## config.mk

```make
export PLATFORM = sky130hd
export DESIGN_NAME = usb_tx_data_packer
export DESIGN_NICKNAME = d
export VERILOG_FILES = /design/src/rtl/usb_tx_data_packer.sv
export SDC_FILE = /design/constraint.sdc
export NUM_CORES = 1
export LEC_CHECK = 0
export CAP_MARGIN = 25
export CORE_MARGIN = 2
export CORE_UTILIZATION = 60
export DETAILED_ROUTE_END_ITERATION = 8
export DONT_BUFFER_PORTS = 1
export GPL_TIMING_DRIVEN = 0
export PLACE_DENSITY = 0.76
export SYNTH_ARGS = -nofsm -noshare
export SYNTH_HDL_FRONTEND = slang
export SYNTH_SLANG_ARGS = --single-unit
```

## constraint.sdc

```tcl
create_clock -name clk -period 5.9 [get_ports clk]
set_clock_uncertainty 0.15 [all_clocks]
set_input_delay 1.18 -clock clk [delete_from_list [all_inputs] [get_ports clk]]
set_output_delay 1.18 -clock clk [all_outputs]
set_load 0.02 [all_outputs]
```

## src/rtl/usb_tx_data_packer.sv

```systemverilog
// usb_tx_data_packer: drains a programmed number of payload bytes from the
// endpoint data buffer and frames them as a USB DATA packet
// (PID, payload, CRC16 low, CRC16 high), one byte per valid/ready handshake.
//
// Ports:
//   clk, rst                 system clock, synchronous active-high reset
//   start, pid, byte_count   packet request from the protocol FSM
//   buffer_occupancy         byte count held in data_buffer
//   tx_packet_data           data_buffer head byte (first-word fall-through)
//   get_tx_packet_data       one-cycle pop of the buffer head
//   tx_byte, tx_byte_valid   byte offered to the TX encoder
//   tx_byte_ready            encoder accepts tx_byte this cycle
//   busy, done, err          status: active, packet complete, rejected/underrun
module usb_tx_data_packer #(
    parameter int unsigned MAX_PAYLOAD = 64,
    parameter int unsigned CNT_W       = 7
) (
    input  logic             clk,
    input  logic             rst,
    input  logic             start,
    input  logic [3:0]       pid,
    input  logic [CNT_W-1:0] byte_count,
    input  logic [CNT_W-1:0] buffer_occupancy,
    input  logic [7:0]       tx_packet_data,
    output logic             get_tx_packet_data,
    output logic [7:0]       tx_byte,
    output logic             tx_byte_valid,
    input  logic             tx_byte_ready,
    output logic             busy,
    output logic             done,
    output logic             err
);

    localparam logic [CNT_W-1:0] MAX_CNT  = CNT_W'(MAX_PAYLOAD);
    localparam logic [15:0]      CRC_INIT = 16'hFFFF;

    typedef enum logic [2:0] {
        S_IDLE, S_PID, S_DATA, S_CRC_LO, S_CRC_HI, S_DONE
    } state_t;

    state_t           state_q, state_d;
    logic [15:0]      crc_q, crc_d;
    logic [CNT_W-1:0] rem_q, rem_d;
    logic [3:0]       pid_q, pid_d;
    logic             err_q, err_d;

    // One payload byte through reflected CRC-16 (poly 0xA001), LSB first.
    function automatic logic [15:0] crc16_byte(input logic [15:0] c, input logic [7:0] b);
        logic [15:0] r;
        r = c ^ {8'h00, b};
        for (int i = 0; i < 8; i++) begin
            r = r[0] ? ((r >> 1) ^ 16'hA001) : (r >> 1);
        end
        return r;
    endfunction

    // Next-state and output decode.
    always_comb begin
        state_d       = state_q;
        crc_d         = crc_q;
        rem_d         = rem_q;
        pid_d         = pid_q;
        err_d         = 1'b0;
        tx_byte       = 8'h00;
        tx_byte_valid = 1'b0;
        done          = 1'b0;

        case (state_q)
            S_IDLE: begin
                if (start) begin
                    if ((byte_count > MAX_CNT) || (buffer_occupancy < byte_count)) begin
                        err_d = 1'b1;
                    end else begin
                        pid_d   = pid;
                        rem_d   = byte_count;
                        crc_d   = CRC_INIT;
                        state_d = S_PID;
                    end
                end
            end
            S_PID: begin
                tx_byte_valid = 1'b1;
                tx_byte       = {~pid_q, pid_q};
                if (tx_byte_ready) begin
                    state_d = (rem_q != '0) ? S_DATA : S_CRC_LO;
                end
            end
            S_DATA: begin
                // An emptied buffer aborts the packet before any handshake.
                if (buffer_occupancy == '0) begin
                    err_d   = 1'b1;
                    state_d = S_IDLE;
                end else begin
                    tx_byte_valid = 1'b1;
                    tx_byte       = tx_packet_data;
                    if (tx_byte_ready) begin
                        crc_d = crc16_byte(crc_q, tx_packet_data);
                        rem_d = rem_q - CNT_W'(1);
                        if (rem_q == CNT_W'(1)) begin
                            state_d = S_CRC_LO;
                        end
                    end
                end
            end
            S_CRC_LO: begin
                tx_byte_valid = 1'b1;
                tx_byte       = ~crc_q[7:0];
                if (tx_byte_ready) state_d = S_CRC_HI;
            end
            S_CRC_HI: begin
                tx_byte_valid = 1'b1;
                tx_byte       = ~crc_q[15:8];
                if (tx_byte_ready) state_d = S_DONE;
            end
            S_DONE: begin
                done    = 1'b1;
                state_d = S_IDLE;
            end
            default: state_d = S_IDLE;
        endcase
    end

    // Pop exactly on a payload handshake; reset suppresses it in its own cycle.
    assign get_tx_packet_data = (state_q == S_DATA) && tx_byte_valid && tx_byte_ready && !rst;
    assign busy               = (state_q != S_IDLE);
    assign err                = err_q;

    // State registers.
    always_ff @(posedge clk) begin
        if (rst) begin
            state_q <= S_IDLE;
            crc_q   <= CRC_INIT;
            rem_q   <= '0;
            pid_q   <= 4'h0;
            err_q   <= 1'b0;
        end else begin
            state_q <= state_d;
            crc_q   <= crc_d;
            rem_q   <= rem_d;
            pid_q   <= pid_d;
            err_q   <= err_d;
        end
    end

endmodule

```

## After elaboration in Yosys (flattened, before gate mapping)

Cells that the tools add are included.

| storage, ports and cells | value |
|---|---|
| word-level logic and storage cells | 87 |
| input bits | 30 |
| memory bits (writable) | 0 |
| bits in read-only memories | 0 |
| bits in latches | 0 |
| memories kept | 0 |
| bits in registers | 31 |
| output and inout port bits | 13 |

| operators by class | value |
|---|---|
| eq/ne operators | 15 |
| order comparisons | 2 |
| multiplexer cells | 37 |
| reduce and logical (&&, ||, !) cells | 14 |
| div/mod/pow operators | 0 |
| bitwise gates (word level) | 13 |
| add/sub/neg operators | 1 |
| multiply operators | 0 |
| shifts and indexed selects | 0 |

Operators by type and width:

| kind | number |
|---|---|
| 2-to-1 mux 16 bit | 12 |
| one-hot mux 16 bit (2 select lines) | 1 |
| one-hot mux 8 bit (4 select lines) | 1 |
| 2-to-1 mux 7 bit | 4 |
| 2-to-1 mux 3 bit | 8 |
| inverter 2 -> 3 bit | 8 |
| inverter 8 bit | 2 |
| XOR 16 x 8 -> 16 bit | 1 |
| one-hot mux 3 bit (5 select lines) | 1 |
| inequality test 2 bit, second input constant | 7 |
| one-hot mux 7 bit (2 select lines) | 1 |
| 2-to-1 mux 8 bit | 1 |
| == test 7 x 1 -> 1 bit, second input constant | 1 |
| greater-than comparator 7 bit, second input constant | 1 |
| logical NOT 7 bit | 1 |
| less-than comparator 7 bit | 1 |
| AND reduction 7 bit | 1 |
| nonzero test 7 bit | 1 |
| subtractor 7 x 1 -> 7 bit, second input constant | 1 |
| == test 3 x 2 -> 1 bit, second input constant | 2 |
| == test 3 bit, second input constant | 2 |
| 2-to-1 mux 1 bit | 6 |
| inequality test 3 bit, second input constant | 2 |
| AND reduction 5 bit | 1 |
| 12 further kinds | 15 |

## Depth between registers and ports, before layout

| depth | value |
|---|---|
| word-level depth | 20 |
| mapped depth | 12 |
| gate-level depth less buffers | 9 |

## Worst setup path before layout

Ideal clock, no wire load.

| path | value |
|---|---|
| path kind | in2out |
| start | in buffer_occupancy[4] |
| end | out tx_byte_valid |
| required time | 4.570 ns |
| setup slack | 2.457 ns |
| stages on the path | 3 |
| arrival | 2.113 ns |
| path buffers | 0 |
| cell sequence | nor4_2 nand2_1 a311o_1 |

| between the ends | value |
|---|---|
| word-level cells in the longest chain between the ends | 3 |

RTL lines:

| element | line | source |
|---|---|---|
| start, declared | 23 | `input logic [CNT_W-1:0] buffer_occupancy,` |
| logical NOT 7 bit | 90 | `if (buffer_occupancy == '0) begin` |
| 2-to-1 mux 1 bit | 90 |  |
| one-hot mux 1 bit (2 select lines) | 68 | `case (state_q)` |
| end, declared | 27 | `output logic tx_byte_valid,` |

Every way passes these cells.

## Final worst setup path

| path | value |
|---|---|
| start | reg state_q[1] |
| end | out get_tx_packet_data |

| between the ends | value |
|---|---|
| word-level cells in the longest chain between the ends | 6 |
| elaborated cells between the ends (all ways) | 9 |
| classes of those cells | eq/ne: 4; mux: 1; reduce/logical: 4 |

RTL lines:

| element | line | source |
|---|---|---|
| start, declared | 41 | `state_t state_q, state_d;` |
| start signal, assigned | 137 | `state_q <= state_d;` |
| == test 3 bit (tied with other cells) | 68 |  |
| OR reduction 3 bit (no line) | n/a |  |
| one-hot mux 1 bit (2 select lines) | 68 |  |
| logical AND 1 bit * (3 in a row) | 124 | `assign get_tx_packet_data = (state_q == S_DATA) && tx_byte_valid && tx_byte_ready && !rst;` |
| end, declared | 25 | `output logic get_tx_packet_data,` |

Every way passes the cells marked *; elsewhere a longest branch is shown, timed or not.

==> impl_metrics.ini <==
[cells_and_area]
drive_gt1_share_pct = 9.220
syn2layout_area_growth_pct = 7.302
fin_nets = 320
nFillCells = 329
fin_util_pct = 66.29
final_common_cell = dfxtp_1
diodes = 0
layout_common_cells = dfxtp_1, nor2_1, nand2_1, a21oi_1, nand2b_1

[synth]
synth_area_per_cell_sq_um = 8.192
synthCells = 274
synth_ff_type = dfxtp_1
yosys_warnings = 0
yosysSeqAreaShare_pct = 27.65
ys_top_cells_by_area = dfxtp_1, mux2i_1, xnor2_1
synth_top_area_share_pct = 27.65
synth_area_leader_cell = dfxtp_1
synth_edf_count = 0
synth_cell_types = 49
ys_ff_latch = 31
postSynthNetCount = 313
async_reset_ff_share_pct = 0
syn_area_sq_mm = 0.002245

[timing]
slew_violations = 0
slew_headroom_pct = 35.40
finalSetupViolations = 0
max_freq_mhz = 258.7
setup_tns_ps = 0
fin_crit_ps = 3865
worst_pin_slew_ps = 960.1
fin_crit_sh_pct = 65.51
hold_viol = 0
whs_ps = 330.9
rsz0062_at_grt = no

[routing]
first_pass_iters = 4
drt_first_iter_violations = 122
viasPerCell = 5.900
wl_microns = 5374
drc = 0
num_vias = 1947
postRouteAntennaNets = 0
wl_per_cell_microns = 16.28

[global_route]
grt_util_met3_pct = 7.877
met2_usage_pct = 41.96
busiest_layer = met2
grt-ovfl-total = 0
grt_max_degree = 11
antenna_found_initial = 0
track_usage_pct = 27.07
met1_usage_pct = 36.64
grt_pass1_wl_microns = 8749
grt_pass1_vias = 1840

[floorplanning]
die_h_microns = 65.17
rows = 22
initial_core_util_pct = 61.78
die_x_microns = 65.17
design.core.area_sq_mm = 0.003633
boundaryPins = 43
dieArea_sq_mm = 0.004246

[worst_setup_path]
critPathSlowestCell = nor4_1
cp_top_family = simple AND/OR/NAND/NOR gates
endpoint_kind = primary output
path_cells = buf_2, or3b_1, buf_2, buf_1, nor4_1
max_stage_delay_ps = 850
cp_num_buf_inv = 3
cp-start-kind = register
path_class = register to primary output
cpMostUsedCell = buf_2
worstPathArrival_ps = 2540
required_ps = 4570
cp_max_fo = 10

[clock_tree]
path_clk_slew_ps = 60
cts-root-buf = clkbuf_8
cts.path.max_buffers = 2
cts-resized-gates = 0
cts_setup_buffers = 0
cts_hold_buf = 0
insertion_delay_ps = 290
cts_sinks = 31
h-tree-depth = 2
cts_made_buffers = 5
tritoncts = built

[placement]
io_buffers = 0
place_congestion = 0.8353
dp_hpwl_microns = 3938

[power]
power_uw = 705.9
p_leak_uw = 0.0009638
ir_worst_vdd_v = 0.0001795
p_per_area_mw_per_mm2 = 293.1

[min_path]
hp-class = register to register

[status]
outcome = completed

[run]
maxCapViolCount = 0
layer usage:
metal / vias up / share of wire [%]
li1: 968 / -
met1: 922 / 48
met2: 52 / 44
met3: 5 / 7.1
met4: 0 / 1.1
met5: - / 0
registers in the layout, summed over array words and instances (netlist names):
signal   flops
err          1
rem_q        7
state_q      3
crc_q       16
pid_q        4
worst min-delay path, cell delays in order (launching register included):
cell	delay (ps)
dfxtp_1	310
o21ai_1	60
a21oi_1	60
final timing paths:
check / startpoint / endpoint / slack [ps] / depth (start not counted)
max: state_q[1]$_SDFFE_PP0P_ / get_tx_packet_data / 2030 / 5
min: rem_q[3]$_SDFFE_PP0P_ / rem_q[3]$_SDFFE_PP0P_ / 330 / 2
max reg2reg: state_q[1]$_SDFFE_PP0P_ / state_q[1]$_SDFFE_PP0P_ / 3500 / 9
min reg2reg: rem_q[3]$_SDFFE_PP0P_ / rem_q[3]$_SDFFE_PP0P_ / 330 / 2
stage by stage:
stage	instances	cell area [sq um]	setup WS, ps
after floorplan	274	2245	2457
after global placement	322	2305	2310
after detailed placement	322	2305	2324
after CTS	330	2409	2065
after global routing	330	2409	1952
final	330	2409	2035
cells by family after synthesis:
kind of cell    share of synthesized area [%]
xor+xnor                                9.755
simple gates                            24.03
flops                                   27.65
compound gates                          18.06
buf+inv                                 6.967
fa+ha+maj                               5.017
mux                                     8.528
cells in the mapped netlist, drive strengths merged, types with 2 or more instances:
master	count
inv	15
clkbuf	7
a21oi	26
a21o	3
nand4	3
or3b	2
o22a	3
xor2	2
nand3	6
nor2b	2
nand2b	22
xnor3	2
nand2	24
dfxtp	31
ha	9
nor3	5
or2	2
nor2	24
o221ai	8
a211oi	2
and2	2
o21ai	7
a31oi	3
xnor2	17
nor3b	3
buf	10
mux2i	18
nor4	5
power breakdown:
| part | internal (uW) | leakage [uW] | switching, uW |
|---|---|---|---|
| Clock | 106 | 0.0000505 | 81.5 |
| Sequential | 224 | 0.000252 | 14.7 |
| Combinational | 109 | 0.000662 | 171 |
| Total | 439 | 0.000964 | 267 |
cell type report:
cell class              count  area [sq um]  share of cell area, %
plain buffers              17         100.1                  4.156
well taps                  48         60.06                  2.494
inverters                  15         56.30                  2.338
clock buffers               7         96.34                  4.000
multi-input cells         211          1468                  60.94
clock inverters             1         7.507                 0.3117
flip-flops and latches     31         620.6                  25.77
Note: power is estimated with default switching activity, not from simulation.
